$ cat src/rtl/irq_ctrl.sv
// Machine-mode interrupt controller: mstatus/mie/mip CSR state plus one prioritised,
// registered trap request to the pipeline through a req/ack handshake.
module irq_ctrl (
  input  logic        clk,
  input  logic        resetb,
  input  logic        irq_mtimecmp,
  input  logic        irq_ext,
  input  logic [11:0] csr_addr,
  input  logic        csr_we,
  input  logic [31:0] csr_wdata,
  output logic [31:0] csr_rdata,
  output logic        csr_hit,
  output logic        trap_req,
  output logic [31:0] trap_cause,
  input  logic        trap_ack,
  input  logic        mret
);

  localparam logic [11:0] ADDR_MSTATUS = 12'h300;
  localparam logic [11:0] ADDR_MIE     = 12'h304;
  localparam logic [11:0] ADDR_MIP     = 12'h344;

  localparam logic [31:0] CAUSE_MEI = 32'h8000_000B;
  localparam logic [31:0] CAUSE_MSI = 32'h8000_0003;
  localparam logic [31:0] CAUSE_MTI = 32'h8000_0007;

  typedef enum logic {S_IDLE, S_REQ} state_t;

  state_t      r_state;
  state_t      w_state_nxt;
  logic        r_mst_mie;
  logic        r_mst_mpie;
  logic        r_mie_msie;
  logic        r_mie_mtie;
  logic        r_mie_meie;
  logic        r_mip_msip;
  logic [1:0]  r_meip_sync;
  logic [31:0] r_trap_cause;

  logic        w_sel_mstatus;
  logic        w_sel_mie;
  logic        w_sel_mip;
  logic        w_wr_mstatus;
  logic        w_wr_mie;
  logic        w_wr_mip;
  logic        w_meip;
  logic        w_mtip;
  logic        w_pend_mei;
  logic        w_pend_msi;
  logic        w_pend_mti;
  logic        w_pend_any;
  logic        w_ack;
  logic        w_take;
  logic [31:0] w_cause;
  logic        w_unused_wdata;

  assign w_sel_mstatus = (csr_addr == ADDR_MSTATUS);
  assign w_sel_mie     = (csr_addr == ADDR_MIE);
  assign w_sel_mip     = (csr_addr == ADDR_MIP);
  assign w_wr_mstatus  = csr_we & w_sel_mstatus;
  assign w_wr_mie      = csr_we & w_sel_mie;
  assign w_wr_mip      = csr_we & w_sel_mip;

  // Only bits 3/7/11 of the write data are ever stored.
  assign w_unused_wdata = ^{csr_wdata[31:12], csr_wdata[10:8], csr_wdata[6:4], csr_wdata[2:0]};

  assign w_mtip = irq_mtimecmp;
  assign w_meip = r_meip_sync[1];

  assign w_pend_mei = w_meip     & r_mie_meie;
  assign w_pend_msi = r_mip_msip & r_mie_msie;
  assign w_pend_mti = w_mtip     & r_mie_mtie;
  assign w_pend_any = w_pend_mei | w_pend_msi | w_pend_mti;

  // An ack only counts while a request is outstanding.
  assign w_ack  = trap_ack & (r_state == S_REQ);
  assign w_take = (r_state == S_IDLE) & (w_state_nxt == S_REQ);

  always_comb begin
    w_cause = CAUSE_MTI;
    if (w_pend_mei)      w_cause = CAUSE_MEI;
    else if (w_pend_msi) w_cause = CAUSE_MSI;
  end

  // Handshake FSM: state register
  always_ff @(posedge clk or negedge resetb) begin
    if (!resetb) r_state <= S_IDLE;
    else         r_state <= w_state_nxt;
  end

  // Handshake FSM: next state
  always_comb begin
    w_state_nxt = r_state;
    case (r_state)
      S_IDLE:  if (r_mst_mie && w_pend_any) w_state_nxt = S_REQ;
      S_REQ:   if (trap_ack)                w_state_nxt = S_IDLE;
      default: w_state_nxt = S_IDLE;
    endcase
  end

  // Handshake FSM: outputs
  always_comb begin
    trap_req   = (r_state == S_REQ);
    trap_cause = r_trap_cause;
  end

  // Cause is captured only on the request edge and then frozen until the next one.
  always_ff @(posedge clk or negedge resetb) begin
    if (!resetb)     r_trap_cause <= '0;
    else if (w_take) r_trap_cause <= w_cause;
  end

  // mstatus: trap entry beats mret, which beats a CSR write.
  always_ff @(posedge clk or negedge resetb) begin
    if (!resetb) begin
      r_mst_mie  <= 1'b0;
      r_mst_mpie <= 1'b0;
    end else if (w_ack) begin
      r_mst_mpie <= r_mst_mie;
      r_mst_mie  <= 1'b0;
    end else if (mret) begin
      r_mst_mie  <= r_mst_mpie;
      r_mst_mpie <= 1'b1;
    end else if (w_wr_mstatus) begin
      r_mst_mie  <= csr_wdata[3];
      r_mst_mpie <= csr_wdata[7];
    end
  end

  always_ff @(posedge clk or negedge resetb) begin
    if (!resetb) begin
      r_mie_msie <= 1'b0;
      r_mie_mtie <= 1'b0;
      r_mie_meie <= 1'b0;
    end else if (w_wr_mie) begin
      r_mie_msie <= csr_wdata[3];
      r_mie_mtie <= csr_wdata[7];
      r_mie_meie <= csr_wdata[11];
    end
  end

  always_ff @(posedge clk or negedge resetb) begin
    if (!resetb)       r_mip_msip <= 1'b0;
    else if (w_wr_mip) r_mip_msip <= csr_wdata[3];
  end

  // irq_ext is asynchronous to clk; two flops before anything looks at it.
  always_ff @(posedge clk or negedge resetb) begin
    if (!resetb) r_meip_sync <= 2'b00;
    else         r_meip_sync <= {r_meip_sync[0], irq_ext};
  end

  always_comb begin
    csr_rdata = '0;
    csr_hit   = 1'b0;
    case (csr_addr)
      ADDR_MSTATUS: begin
        csr_hit       = 1'b1;
        csr_rdata[12:11] = 2'b11;
        csr_rdata[7]  = r_mst_mpie;
        csr_rdata[3]  = r_mst_mie;
      end
      ADDR_MIE: begin
        csr_hit       = 1'b1;
        csr_rdata[11] = r_mie_meie;
        csr_rdata[7]  = r_mie_mtie;
        csr_rdata[3]  = r_mie_msie;
      end
      ADDR_MIP: begin
        csr_hit       = 1'b1;
        csr_rdata[11] = w_meip;
        csr_rdata[7]  = w_mtip;
        csr_rdata[3]  = r_mip_msip;
      end
      default: begin
        csr_rdata = '0;
        csr_hit   = 1'b0;
      end
    endcase
  end

endmodule

$ cat config.mk
export PLATFORM = sky130hd
export DESIGN_NAME = irq_ctrl
export DESIGN_NICKNAME = d
export VERILOG_FILES = /design/src/rtl/irq_ctrl.sv
export SDC_FILE = /design/constraint.sdc
export NUM_CORES = 1
export LEC_CHECK = 0
export CORE_ASPECT_RATIO = 1.4
export CORE_MARGIN = 2
export CORE_UTILIZATION = 30
export CTS_BUF_LIST = sky130_fd_sc_hd__clkbuf_4
export DETAILED_ROUTE_END_ITERATION = 7
export PLACE_DENSITY = 0.84
export SLEW_MARGIN = 5
export SYNTH_ARGS = -nofsm -noshare
export SYNTH_HDL_FRONTEND = slang
export SYNTH_SLANG_ARGS = --single-unit
$ cat constraint.sdc
create_clock -name clk -period 1.7 [get_ports clk]
set_input_delay 0.17 -clock clk [delete_from_list [all_inputs] [get_ports clk]]
set_output_delay 0.17 -clock clk [all_outputs]
set_load 0.02 [all_outputs]
After elaboration in Yosys (flattened, before gate mapping)
Index checks and enable logic that the tools add are counted.

cells by class
  reductions and logical operators = 3
  bitwise logic cells = 11
  multiplexer cells = 16
  eq/ne operators = 3

operator list
  kind                    number
  $eq A12 B10 Y1 const B  3
  $mux W32                1
  $mux W1                 10
  $pmux W1 S3             3
  $and A1 B1 Y1           8
  $mux W3                 1
  $reduce_bool A3 Y1      1
  $reduce_or A3 Y1        1
  $or A1 B1 Y1            2
  $pmux W1 S2             1
  $logic_and A1 B1 Y1     1
  $not A1 Y1              1

storage, ports and cells
  register bits after elaboration = 41
  word-level logic and storage cells = 42

Logic depth before layout (Yosys ltp)
Gate-level depths: netlist (run 1).

  depth in word-level cells = 7
  mapped depth = 4
  depth with buffers taken out = 3

Worst setup path after synthesis (run 1)
OpenSTA, ideal clock, no wires.

  path type = flip-flop to flip-flop
  from = register r_state, in the netlist trap_req
  to = register r_trap_cause[2], in the netlist trap_cause[2]
  period minus slack after synthesis = 1359 ps
  data arrival time = 1234 ps
  stages on the path, launching flop included = 4
  setup time = 125 ps
  required time = 1575 ps
  path slack = 341 ps
  buffers on the path = 0
  cells stage by stage = dfrtp_1 > nand2b_1 > a21oi_1 > mux2_2

on the way
  longest elaborated chain between the ends = 3

RTL lines
  what                    line    RTL
  start, declared         29      state_t r_state;
  start signal, assigned  88      else r_state <= w_state_nxt;
  $not A1 Y1              77, 94
  $pmux W1 S2             94      case (r_state)
  $and A1 B1 Y1 *         77      assign w_take = (r_state == S_IDLE) & (w_state_nxt == S_REQ);
  end signal, assigned    110     else if (w_take) r_trap_cause <= w_cause;
  end, declared           38      logic [31:0] r_trap_cause;

Mark *: on every way between the ends. The rest lies on a longest branch, timed or not.
A chain may end at the register's enable or synchronous reset.

Worst setup path in the final report (run 1)
  from = input csr_addr[3]
  to = output csr_hit

on the way
  longest elaborated chain between the ends = 3

RTL lines
  what                                 line  RTL
  start, declared                      8     input logic [11:0] csr_addr,
  $eq A12 B10 Y1                       156   case (csr_addr)
  $reduce_or A3 Y1 (no source line) *  -
  $mux W1 *                            156
  end, declared                        12    output logic csr_hit,

Marked as above.

==> results.ini, run 1 <==
[outcome]
status = complete, no violations

[cts]
cts_tree = done
cts.htree.levels = 1
clk_latency_ns = 0.26
cts_buffer_depth = 2
numCtsBuffers = 3
root_buffer = clkbuf_4
numClockSinks = 12
postCtsHoldBufs = 0
path_clk_slew_ns = 0.07

[pwr]
power_density_nw_per_um2 = 526
internal-power_mw = 0.453
p_sw_share_pct = 35.0
p_leak_nw = 0.688
p_clk_share_pct = 24.4
combPwrFrac_pct = 32.5
seq_power_share_pct = 43.1
switchingPower_mw = 0.244
ir_drop_v = 0.000338

[critical_path]
slowest_delay_ns = 0.45
crit_fanout = 5
cp.required_ns = 1.53
worstSetupStartpointType = input port
cpMaxStageDelayCell = clkdlybuf4s50_1
cp.arrival_ns = 1.45
crit_type = input port to output port
end_kind = output port
cp_cell_sequence = clkdlybuf4s50_1 -> nor4_4 -> nand3_2 -> a21oi_1 -> buf_2

[final_layout]
num_antenna_cells = 0
final_layout_size_suffix_gt1_share_pct = 16.8
area_growth_pct = 18.2
design_area_um2 = 1320
fin_nets = 213

[logic_synthesis]
synth_cell_types = 30
synth_edf_count = 0
synth_area_per_cell_um2 = 9.10
synthFlopType = dfrtp_1
synth_cells = 123
synth_top_area_cell = buf_4
syn_area_um2 = 1120
synth_top_area_share_pct = 38.9
async_flop_share_pct = 100
synth_most_common_cell = buf_4
synth-seq-area-share_pct = 26.8
yosys-top-cells-count = buf_4, dfrtp_1, mux2i_1, nand3_1
ys_ff_latch = 12
yosys-top-cells-area = buf_4, dfrtp_1, mux2i_1
yosys_warnings = 0

[timing]
tightest_slew_ns = 0.537
fin_skew_ns = 0.00575
min_period_over_period_pct = 95.1
slew_violations = 0
finalSetupTns_ns = 0
final-hold-violation-count = 0
setup_viol = 0
fmax_mhz = 619
slew_headroom_pct = 64.1
final.min_clock_period_ns = 1.62

[global_route]
antenna_found_initial = 0
grt_pass1_vias = 699
track_usage_pct = 8.89
grt_overflow = 0
grt_pass1_wl_mm = 3.06
grt_max_degree = 13

[die]
coreArea_um2 = 3610
start_util_pct = 31.0
ios = 117
dieArea_um2 = 4240
num_rows = 26
die_w_um = 55.6
chipHeight_um = 76.3

[placement]
portBuffers = 32
place_area_um2 = 1300
dpl.hpwl_mm = 1.70
gp_congestion = 0.715

[drt]
drc = 0
dr.pass1.iters = 2
wl_per_cell_um = 9.62
drtIter0Drc = 11
vias = 800
ant_nets = 0
wirelength_mm = 1.95
drt-vias-per-instance = 3.94

[min_path]
worstHoldPathType = input port to async pin

[job]
maxCapViolCount = 0

## kinds of logic (layout without fill, tap and decap cells)
group / Yosys count / count (layout) / synth area share [%]
multiplexers: 10 / 10 / 10.5
buffers and inverters: 63 / 47 / 40.8
AND/OR/NAND/NOR: 24 / 24 / 14.2
AO/OA/AOI/OAI: 13 / 13 / 7.37
other: 1 / 55 / 0.335
flip-flops: 12 / 12 / 26.8
## cell usage in the layout (no fill, tap or decap), types with 2 or more instances in the layout
cell type,count
o21ai_0,2
nor2b_1,2
nor2_1,3
clkdlybuf4s50_1,26
mux2i_1,5
nand3_1,3
dfrtp_1,12
clkbuf_4,3
conb_1,55
a21o_1,2
mux2_4,3
a21oi_1,3
buf_4,8
inv_1,3
nand4_1,2
mux2_2,2
o21a_1,2
buf_2,4
nand2_1,3
o22ai_1,2
## worst paths after layout
kind                            cells past startpoint              to  slack [ns]           start
worst min register to register                      0  r_meip_sync[1]        0.35  r_meip_sync[0]
max in group asynchronous                           1      r_mie_mtie        1.09          resetb
worst min-delay path                                1   trap_cause[3]        0.25          resetb
min in group clk                                    0  r_meip_sync[1]        0.35  r_meip_sync[0]
worst max-delay path                                5         csr_hit        0.08     csr_addr[3]
worst max register to register                      4   trap_cause[1]        0.39      r_mie_meie
## power by group through the flow
stage | clock, mW | sequential [mW] | combinational, mW
6_report | 0.170 | 0.300 | 0.226
4_1_cts | 0.178 | 0.300 | 0.224
3_5_place_dp | 0 | 0.305 | 0.224
5_1_grt | 0.203 | 0.301 | 0.243
2_1_floorplan | 0 | 0.309 | 0.236
3_3_place_gp | 0 | 0.305 | 0.222
## worst max-delay path: cells and delay by family
family / cells / cell delay [ns]
and+or+nand+nor: 2 / 0.48
buffers and inverters: 2 / 0.64
AOI/OAI and AO/OA: 1 / 0.16
## metal layers
layer  share of wire [%]  track usage (%)  vias to the layer above  routed length, um
met1                  37             9.78                      361                720
li1                    -                -                      374                  -
met5                   0                0                        -                  0
met2                  50             16.1                       63                973
met4                0.97             2.93                        0                 19
met3                  12             2.55                        2                239
## cell type report
cell class	count	area [um^2]
tap	42	52.6
fill	391	2290
clock buffer	3	22.5
clock inverter	1	3.75
multi-input combinational	102	576
inverter	3	11.3
timing repair buffer	40	358
sequential	12	300
## state kept, by name, indices dropped and copies added (netlist names)
signal	cells
trap_cause	3
r_mst_mpie	1
r_mie_msie	1
r_mie_mtie	1
trap_req	1
r_mip_msip	1
r_meip_sync	2
r_mie_meie	1
r_mst_mie	1
## stage by stage
stage	instances	total power [mW]	utilization, %	hold slack, ns	setup WS, ns
after detailed placement	198	0.529	36.1	0.338	-0.416
after CTS	202	0.703	36.9	0.266	0.00131
after global routing	203	0.747	36.7	0.276	-0.0140
after global placement	198	0.527	36.1	0.333	-0.373
final	203	0.697	36.7	0.252	0.0839
after floorplan	177	0.545	-	-0.126	0.341
## timing repair
item | CTS | global route
buffers inserted | 0 | 1
pin swaps | 0 | 2
setup endpoints to repair | 5 | 4
resized for setup | 17 | 6
(Power assumes the default switching activity.)
==> run 2, diff against run 1 <==
Settings changed: CORE_UTILIZATION 30 to 29, CTS_BUF_LIST sky130_fd_sc_hd__clkbuf_4 to sky130_fd_sc_hd__clkbuf_16, PLACE_DENSITY 0.84 to 0.81, SETUP_SLACK_MARGIN set to 0.05.
==> run 2 against run 1 <==
  * Combinational power about the same
  * Worst hold slack better by 0.032 ns
  * Count of clock-buffer cells in the layout unchanged
  * Flip-flop and latch count unchanged
  * Non-clock buffer count up 1
  * Global-route usage about the same
  * Sequential share of layout area down 1.0 points
  * Design area up 4.7%
  * Via count up 0.88%
  * Clock skew down 0.0016 ns
  * Largest cell class unchanged
==> results.ini, run 2 (synthesis gave the netlist of run 1 again) <==
[job]
maxCapViolCount = 0

[die]
ios = 117
die_w_um = 56.5
chipHeight_um = 77.5
coreArea_um2 = 3680
num_rows = 26
dieArea_um2 = 4380
start_util_pct = 30.5

[timing]
fin_skew_ns = 0.00412
rsz0062_at_grt = false
min_period_over_period_pct = 93.4
slew_headroom_pct = 64.3
slew_violations = 0
tightest_slew_ns = 0.533
final.min_clock_period_ns = 1.59
setup_viol = 0
fmax_mhz = 630
timing.hold.ws_ns = 0.284
final-hold-violation-count = 0

[drt]
wirelength_mm = 2.04
drt-vias-per-instance = 3.96
ant_nets = 0
vias = 807
wl_per_cell_um = 9.98
drc = 0
dr.pass1.iters = 4
drtIter0Drc = 28

[cts]
path_clk_slew_ns = 0.04
numClockSinks = 12
clk_latency_ns = 0.24
root_buffer = clkbuf_16
cts.htree.levels = 1
numCtsBuffers = 3
cts_buffer_depth = 2
cts_tree = done

[final_layout]
fillCellCount = 385
final_cell_mix = conb_1, clkdlybuf4s50_1, dfrtp_1
fin_nets = 214
finalNonFillerCells = 204
area_growth_pct = 23.8
final_layout_size_suffix_gt1_share_pct = 16.7
num_antenna_cells = 0
final_common_cell = conb_1
fin_util_pct = 37.7
largest_reg_flops = 3

[critical_path]
worstSetupStartpointType = input port
crit_fanout = 9
end_kind = flop
cpMaxStageDelayCell = clkdlybuf4s50_1
crit_family = buffers and inverters
crit_type = input port to flop
cp.arrival_ns = 1.71
cp_cell_sequence = clkdlybuf4s50_1 -> buf_4 -> and3b_1 -> and4_4 -> mux2_4
worst-path-buf-inv = 2
cp.required_ns = 1.82
slowest_delay_ns = 0.56

[global_route]
grt_pass1_vias = 697
antenna_found_initial = 0
grt_pass1_wl_mm = 3.04
track_usage_pct = 8.88
grt_max_degree = 13
grt_overflow = 0

[pwr]
power_density_nw_per_um2 = 689
ir_drop_v = 0.000416
p_leak_nw = 0.734

[placement]
dpl.hpwl_mm = 1.64
gp_congestion = 0.759
portBuffers = 32
placed_cells = 199

[outcome]
status = complete, no violations

[min_path]
worstHoldPathType = input port to async pin

-- run 2: cell types whose count changed in the layout (fill, tap and decap cells not counted), moves of 2 or more --
| cell | previous run | this run |
|---|---|---|
| clkbuf_16 | 0 | 3 |
| clkdlybuf4s50_1 | 26 | 24 |
| buf_4 | 8 | 10 |
| clkbuf_4 | 3 | 0 |
| dlymetal6s2s_1 | 1 | 3 |
-- run 2: what timing repair did --
item / CTS / global route
setup endpoints to repair: 5 / 7
gates cloned: 0 / 0
pin swaps: 2 / 3
hold endpoints to repair: 0 / 0
buffers inserted: 1 / 0
hold buffers: 0 / 0
gates resized for setup: 22 / 4
-- run 2: per-layer routing --
metal,GRT usage (%),vias to the layer above,routed length (um)
li1,-,375,-
met1,8.96,360,688
met2,15.2,68,990
met3,4.00,4,321
met4,4.29,0,35
met5,0,-,0
-- run 2: report_power, final --
part / switching, mW / internal (mW) / total [mW] / leakage [nW]
clock: 0.117 / 0.309 / 0.426 / 0.0385
sequential: 0.00622 / 0.295 / 0.301 / 0.144
combinational: 0.153 / 0.0751 / 0.228 / 0.551
-- run 2: cell type report --
| type | instances | area (um^2) | area share, % |
|---|---|---|---|
| tap | 42 | 52.6 | 3.79 |
| multi-input combinational | 102 | 571 | 41.2 |
| timing repair buffer | 41 | 373 | 26.9 |
| clock inverter | 1 | 3.75 | 0.271 |
| inverter | 3 | 11.3 | 0.812 |
| sequential | 12 | 300 | 21.7 |
| clock buffer | 3 | 75.1 | 5.42 |
-- run 2: worst paths after layout --
kind | start | end | slack (ns) | depth (start not counted)
max in group asynchronous | resetb | trap_cause[1] | 1.06 | 1
setup reg to reg | r_mie_meie | trap_cause[1] | 0.35 | 4
setup / recovery | csr_addr[6] | r_mie_mtie | 0.11 | 5
min in group clk | r_meip_sync[0] | r_meip_sync[1] | 0.35 | 0
hold reg to reg | r_meip_sync[0] | r_meip_sync[1] | 0.35 | 0
hold / removal | resetb | trap_cause[2] | 0.28 | 1
-- run 2: metrics by stage --
stage | worst slack (ns) | power (mW) | TNS, ns | area [um^2]
2_1_floorplan | 0.341 | 0.545 | 0 | 1320
3_3_place_gp | -0.393 | 0.529 | -2.26 | 1310
3_5_place_dp | -0.409 | 0.530 | -2.37 | 1310
4_1_cts | 0.0645 | 0.964 | 0 | 1380
5_1_grt | 0.0551 | 0.992 | 0 | 1390
6_report | 0.113 | 0.955 | 0 | 1390
==> run 3, diff against run 2 <==
Settings changed: MAX_ROUTING_LAYER set to met4, REMOVE_ABC_BUFFERS set to 1.
==> run 3 against run 2 <==
  * Total power is 0.26% lower
  * Fmax fell by 0.52%
  * Largest cell class unchanged
  * Flip-flop and latch count unchanged
==> results.ini, run 3 (synthesis gave the netlist of run 1 again) <==
[outcome]
status = complete, no violations

[timing]
min_period_over_period_pct = 93.9
setup_viol = 0
fin_skew_ns = 0.00121
slew_violations = 0
final.min_clock_period_ns = 1.60
rsz0062_at_grt = false
final-hold-violation-count = 0
slew_headroom_pct = 65.8
tightest_slew_ns = 0.511
fmax_mhz = 627
fin_ws_ns = 0.104

[global_route]
grt_pass1_wl_mm = 3.24
track_usage_pct = 9.83
grt_overflow = 0
grt_pass1_vias = 702
grt_max_degree = 13
antenna_found_initial = 0

[critical_path]
cp_cell_sequence = clkdlybuf4s50_1 -> and4bb_2 -> nand3_4 -> nor3_2 -> buf_4
r2r_slack_ns = 0.41
worstSetupStartpointType = input port
slowest_delay_ns = 0.40
end_kind = output port
cp.arrival_ns = 1.43
crit_type = input port to output port
cpMaxStageDelayCell = clkdlybuf4s50_1
crit_family = simple AND/OR/NAND/NOR gates
crit_fanout = 5
worst-path-buf-inv = 2
cp.required_ns = 1.53

[final_layout]
final_common_cell = conb_1
finalNonFillerCells = 201
area_growth_pct = 26.1
final_cell_mix = conb_1, clkdlybuf4s50_1, dfrtp_1
fin_nets = 211
final_layout_size_suffix_gt1_share_pct = 18.2
largest_reg_flops = 3
num_antenna_cells = 0

[cts]
path_clk_slew_ns = 0.04
postCtsHoldBufs = 0
numClockSinks = 12
numCtsBuffers = 3
root_buffer = clkbuf_16
post_cts_buffers = 0
clk_latency_ns = 0.24
cts.htree.levels = 1
cts_tree = done
cts_buffer_depth = 2

[placement]
placed_cells = 197
pre_cts_slack_ns = -0.462
gp_congestion = 0.760
portBuffers = 32
dpl.hpwl_mm = 1.70

[pwr]
p_leak_nw = 0.727
switchingPower_mw = 0.277
power_density_nw_per_um2 = 675
p_sw_share_pct = 29.1
p_clk_share_pct = 44.6
internal-power_mw = 0.676
seq_power_share_pct = 31.6
ir_drop_v = 0.000356
combPwrFrac_pct = 23.8

[drt]
drt-vias-per-instance = 3.88
dr.pass1.iters = 4
drtIter0Drc = 34
drc = 0
wl_per_cell_um = 10.1
ant_nets = 0
vias = 780
wirelength_mm = 2.03

[die]
num_rows = 26
start_util_pct = 30.5
dieArea_um2 = 4380
coreArea_um2 = 3680
die_w_um = 56.5
chipHeight_um = 77.5
ios = 117

[min_path]
worstHoldPathType = input port to async pin

[job]
maxCapViolCount = 0

## run 3: worst paths after layout
| path | to | startpoint | cells after the start |
|---|---|---|---|
| setup / recovery | csr_rdata[12] | csr_addr[10] | 5 |
| hold / removal | r_mst_mpie | resetb | 1 |
| setup reg to reg | trap_cause[1] | r_mie_meie | 4 |
| hold reg to reg | r_meip_sync[1] | r_meip_sync[0] | 0 |
| max in group asynchronous | r_mie_msie | resetb | 1 |
| min in group clk | r_meip_sync[1] | r_meip_sync[0] | 0 |
## run 3: timing repair
item,4_1_cts,5_1_grt
setup endpoints to repair,5,5
hold endpoints to repair,0,0
resized for setup,22,17
pin swaps,0,3
## run 3: power groups by stage
stage,Sequential (mW),Clock [mW],Combinational [mW]
2_1_floorplan,0.309,0,0.133
3_3_place_gp,0.305,0,0.219
3_5_place_dp,0.305,0,0.222
4_1_cts,0.301,0.434,0.223
5_1_grt,0.302,0.446,0.244
6_report,0.301,0.425,0.227
## run 3: layout make-up
| type | count | area [um^2] |
|---|---|---|
| Inverter | 3 | 11.3 |
| Clock buffer | 3 | 75.1 |
| Timing Repair Buffer | 38 | 367 |
| Multi-Input combinational cell | 102 | 603 |
| Tap cell | 42 | 52.6 |
| Fill cell | 381 | 2260 |
| Clock inverter | 1 | 3.75 |
| Sequential cell | 12 | 300 |
## run 3: layer usage
| metal | part of all wire [%] | global-route usage [%] |
|---|---|---|
| met3 | 12 | 3.83 |
| met4 | 0.94 | 5.71 |
| met5 | 0 | - |
| met1 | 33 | 9.91 |
| met2 | 54 | 15.9 |
## run 3: metrics by stage
step / power (mW) / hold WS (ns) / TNS [ns] / area [um^2] / util, %
after floorplan: 0.441 / -0.126 / 0 / 877 / -
after global placement: 0.524 / 0.337 / -1.99 / 1290 / 35.2
after detailed placement: 0.527 / 0.339 / -2.32 / 1290 / 35.2
after CTS: 0.958 / 0.291 / 0 / 1350 / 36.8
after global routing: 0.992 / 0.331 / 0 / 1410 / 38.4
final: 0.953 / 0.277 / 0 / 1410 / 38.4
## run 3: worst reg2reg max path, cell delays in order, from the launching register on
cell and delay [ns]:
dfrtp_1 0.40, a22oi_1 0.23, a21oi_1 0.12, buf_4 0.16, or2_2 0.27
==> RTL change 1 (flow settings as in run 3) <==
Register the inputs `irq_mtimecmp` and `irq_ext` before use, without a reset. The logic sees them one clock later. The other inputs are not delayed to match.
--- a/src/rtl/irq_ctrl.sv
+++ b/src/rtl/irq_ctrl.sv
@@ -27,2 +27,10 @@
   typedef enum logic {S_IDLE, S_REQ} state_t;
+
+  logic irq_mtimecmp_q;
+  logic irq_ext_q;
+
+  always_ff @(posedge clk) begin
+    irq_mtimecmp_q <= irq_mtimecmp;
+    irq_ext_q      <= irq_ext;
+  end
 
@@ -66,3 +74,3 @@
 
-  assign w_mtip = irq_mtimecmp;
+  assign w_mtip = irq_mtimecmp_q;
   assign w_meip = r_meip_sync[1];
@@ -149,3 +157,3 @@
     if (!resetb) r_meip_sync <= 2'b00;
-    else         r_meip_sync <= {r_meip_sync[0], irq_ext};
+    else         r_meip_sync <= {r_meip_sync[0], irq_ext_q};
   end
Check against the original RTL: not equivalent (a bounded check fails within 4 cycles, from zero or initial values and one cycle with resetb low).
==> RTL change 1 against run 3 <==
Synthesized cell count did not move; final area shrank 2.6%; routed wire length fell by 6.5%; setup slack improved by 0.019 ns; sequential cell count increased by 2; power grew 6.8%; synthesized area grew 1.5%; cell count did not move; critical path type is now in -> reg.
==> RTL change 1: results (changes against run 3) <==
The top metal layer carrying routed signals is met4. STA classifies the critical path endpoint as a register. The largest clock skew in the final design is 0.00254 ns (+0.00133 ns).

The part of the power in registers came out at 34.7% (+3.1 points). The effective utilization at floorplan came out at 30.6% (+0.17 points). The final hold violation count is 0 (unchanged).

The routing usage on met1 is 9.61% (-0.30 points). The run finished with clean final reports. The sum of routed wire length over all layers is 1900 um (-6.5%). The total die area is 4440 um2 (+1.4%).

The routed metal-1 wire length came to 671 um (+0.15%). The share of cells above drive strength 1 was 15.1% (-3.1 points). The global router's overall resource usage came to 8.63% (-1.2 points).

The commonest cells after synthesis are buf_4 (58), dfrtp_1 (12), nor2_1 (7). The static power due to leakage is 0.000726 uW (-0.14%). The met3 wire length came out at 262 um (+12%). The depth of the worst register-to-register path came out at 3 (-1).

The first-pass GRT wire length came out at 2930 um (-9.6%). The fraction of area in multi-input gates was 39.8% (-2.9 points). The detailed router's first-iteration violation count came out at 19 (-44%). The pre-CTS setup slack is -0.376 ns (+0.0862 ns). The clock-pin slew on the worst setup and hold paths came out at 0.04 ns (about the same). The filler cell count in the final layout came out at 379 (-0.52%).

In the post-synthesis netlist, the biggest area contributors are buf_4 (38%), dfrtp_1 (26%), mux2_4 (4.0%), dfxtp_1 (3.5%), mux2i_1 (2.6%). The power in combinational cells came out at 226 uW. The synthesis warning total is 0 (unchanged). The arrival time of the worst setup path is 1.70 ns (+0.27 ns).

The clock tree cell share of total cell area is 5.73% (+0.15 points). The layout sequential cell count came out at 14 (+2). The cell area reported after detailed placement came to 1310 um2 (+1.4%). The net count of the finished layout came out at 211 (unchanged). The final estimated routing congestion in global placement is 0.750 (-1.3%). The number of search-and-repair iterations in the first detailed-routing pass is 3 (-1). The sequential fraction of the synthesis area was 30.0% (+3.1 points). The number of combinational gates with multiple inputs is 99 (-2.9%). The count of inverters other than clock inverters in the layout is 4 (+1).

The compound-cell area share of the yosys netlist is 6.50% (-0.88 points). The via count of the first global-routing pass is 671 (-4.4%). The HPWL reported at the end of detailed placement came out at 1600 um (-5.6%). The final instance area is 1380 um2 (-2.6%). The portion of netlist area occupied by mux cells is 8.59% (-1.9 points).

The pin count of the biggest net entering global routing is 13 (unchanged). The proportion of register bits with asynchronous set or reset after synthesis was 85.7% (-14 points). The highest ir drop seen on vdd came out at 495 uV (+39%).

The count of placed standard cells in the final layout, fillers left out came out at 201 (unchanged). The mean number of vias per cell came out at 3.81 (-1.8%). The routing usage on met3 came out at 3.62% (-0.21 points). The top fanout value on the critical path is 7 (+2). The slew at the pin closest to its max-slew limit is 0.518 ns (+0.00651 ns). The number of post-CTS setup repair buffers came out at 0 (unchanged). The clock share of power came to 43.1% (-1.5 points). The sequential portion of the cell area is 24.7% (+3.5 points).

The met2 track utilization from global routing came out at 13.6% (-2.4 points). The mean cell area of the mapped netlist is 9.24 um2 (+1.5%). The count of input and output buffers is 32 (unchanged). The number of distinct library cells after synthesis is 31 (+3.3%). The net switching power is 290 uW (+4.6%). The total length of routed met2 wires is 933 um (-16%). The non-clock buffer area fraction after layout was 24.8% (-1.1 points).
## RTL change 1: cell count changes in the layout (fill, tap and decap cells not counted), moves of 3 or more
cell and change:
buf_2 +5, dlygate4sd2_1 +3, buf_4 -4, nor2_1 +6
## RTL change 1: timing repair
item	4_1_cts	5_1_grt
resized for setup	23	4
endpoints found under the hold margin	0	0
hold buffers	0	0
pin swaps	2	1
endpoints found under the setup margin	8	8
## RTL change 1: final timing paths
kind / end / slack [ns] / from
hold / removal: r_mie_meie$_DFFE_PN0P_ / 0.27 / resetb
max in group asynchronous: trap_req$_DFF_PN0_ / 1.08 / resetb
setup / recovery: r_mie_mtie$_DFFE_PN0P_ / 0.12 / csr_addr[11]
setup reg to reg: trap_cause[2]$_DFFE_PN0P_ / 0.35 / trap_req$_DFF_PN0_
min in group clk: r_meip_sync[0]$_DFF_PN0_ / 0.33 / irq_ext_q$_DFF_P_
hold reg to reg: r_meip_sync[0]$_DFF_PN0_ / 0.33 / irq_ext_q$_DFF_P_
==> RTL change 2 (settings of run 3) <==
Without the edit above. Reset style: synchronous (`resetb`), changed in 6 clocked blocks. Comments in the files are not updated.
--- a/src/rtl/irq_ctrl.sv
+++ b/src/rtl/irq_ctrl.sv
@@ -85,3 +85,3 @@
   // Handshake FSM: state register
-  always_ff @(posedge clk or negedge resetb) begin
+  always_ff @(posedge clk) begin
     if (!resetb) r_state <= S_IDLE;
@@ -107,3 +107,3 @@
   // Cause is captured only on the request edge and then frozen until the next one.
-  always_ff @(posedge clk or negedge resetb) begin
+  always_ff @(posedge clk) begin
     if (!resetb)     r_trap_cause <= '0;
@@ -113,3 +113,3 @@
   // mstatus: trap entry beats mret, which beats a CSR write.
-  always_ff @(posedge clk or negedge resetb) begin
+  always_ff @(posedge clk) begin
     if (!resetb) begin
@@ -129,3 +129,3 @@
 
-  always_ff @(posedge clk or negedge resetb) begin
+  always_ff @(posedge clk) begin
     if (!resetb) begin
@@ -141,3 +141,3 @@
 
-  always_ff @(posedge clk or negedge resetb) begin
+  always_ff @(posedge clk) begin
     if (!resetb)       r_mip_msip <= 1'b0;
@@ -147,3 +147,3 @@
   // irq_ext is asynchronous to clk; two flops before anything looks at it.
-  always_ff @(posedge clk or negedge resetb) begin
+  always_ff @(posedge clk) begin
     if (!resetb) r_meip_sync <= 2'b00;
Function: differs if resetb is asserted again (counterexample within 4 cycles, from zero or initial values and one cycle with resetb low); with resetb held inactive, the same outputs for 10 cycles.
==> RTL change 2 against run 3 <==
The run now ends with setup timing left; setup slack got worse by 0.12 ns; routed wire length shrank 4.5%; largest cell class unchanged; sequential cell count unchanged; synthesized cell count rose by 11%; count of clock-buffer cells in the layout unchanged; final area decreased by 2.1%; synthesized area is 2.1% higher; register-to-register slack gained 0.32 ns; power shrank 2.1%; highest routed layer unchanged.
==> RTL change 2: results (changes against run 3) <==
The non-clock buffer total of the final layout is 40 (+5.3%). Following the worst setup path forward leads to its endpoint at csr_rdata[11]. The total length of routed met2 wires came out at 1010 um (-8.8%).

The run finished, with violations left. The routing usage on met1 is 8.88% (-1.0 points). The final reports fail on setup timing. In this run the critical register-to-register path is captured at trap_req$_SDFF_PN0_.

The worst-case register-to-register setup slack is 0.73 ns (+0.32 ns). The largest clock skew in the final design is 0.000847 ns (-0.000361 ns). The detailed router's first-iteration violation count came out at 45 (+32%). The HPWL reported at the end of detailed placement was 1600 um (-5.5%). The final estimated routing congestion in global placement is 0.776 (+2.2%).

In the post-synthesis netlist, the biggest area contributors are buf_4 (38%), dfxtp_1 (21%), mux2i_1 (7.0%), nor4_4 (3.7%), nand2_1 (3.3%). The fraction of area in multi-input gates is 47.3% (+4.6 points). The portion of netlist area occupied by mux cells came out at 8.97% (-1.5 points).

The global router's overall resource usage came out at 9.01% (-0.82 points). The final-layout worst hold slack came out at 0.431 ns (+0.154 ns). The via count is 861 (+10%). The net count of the finished layout came to 225 (+6.6%).

The final worst setup slack came out at -0.0201 ns (-0.124 ns). The depth of the worst register-to-register path is 3 (-1). The routing usage on met3 is 2.97% (-0.87 points). The final-report setup violation count came out at 1 (+1). Tracing the worst setup path back leads to its startpoint at csr_addr[4]. The non-clock buffer area fraction after layout came to 25.7% (-0.25 points).

The pre-CTS setup slack is -0.812 ns (-0.350 ns). The highest ir drop seen on vdd is 697 uV (+95%). The internal portion of total power came to 661 uW (-2.2%).
==> RTL change 2: changes by cell type after synthesis, moves of 3 or more <==
| cell | run 3 | this run |
|---|---|---|
| clkbuf_1 | 0 | 4 |
| dfrtp_1 | 12 | 0 |
| dfxtp_1 | 0 | 12 |
| mux2_4 | 3 | 0 |
| mux2i_1 | 5 | 8 |
| nand2_1 | 3 | 10 |
==> RTL change 2: through the flow <==
stage	utilization [%]	power (uW)	instances	cell area (um2)	setup TNS (ns)
after global placement	34.5	512	212	1330	-5.18
after floorplan	-	434	129	896	-0.120
after detailed placement	34.5	514	212	1330	-5.21
after global routing	35.9	971	215	1380	-0.0997
after CTS	35.8	936	215	1380	-0.0194
final	35.9	932	215	1380	-0.0201
==> RTL change 2: critical path, stage by stage <==
cell	delay [ns]
buf_6	0.09
or4_4	0.52
or3_4	0.41
a221oi_2	0.18
buf_4	0.18
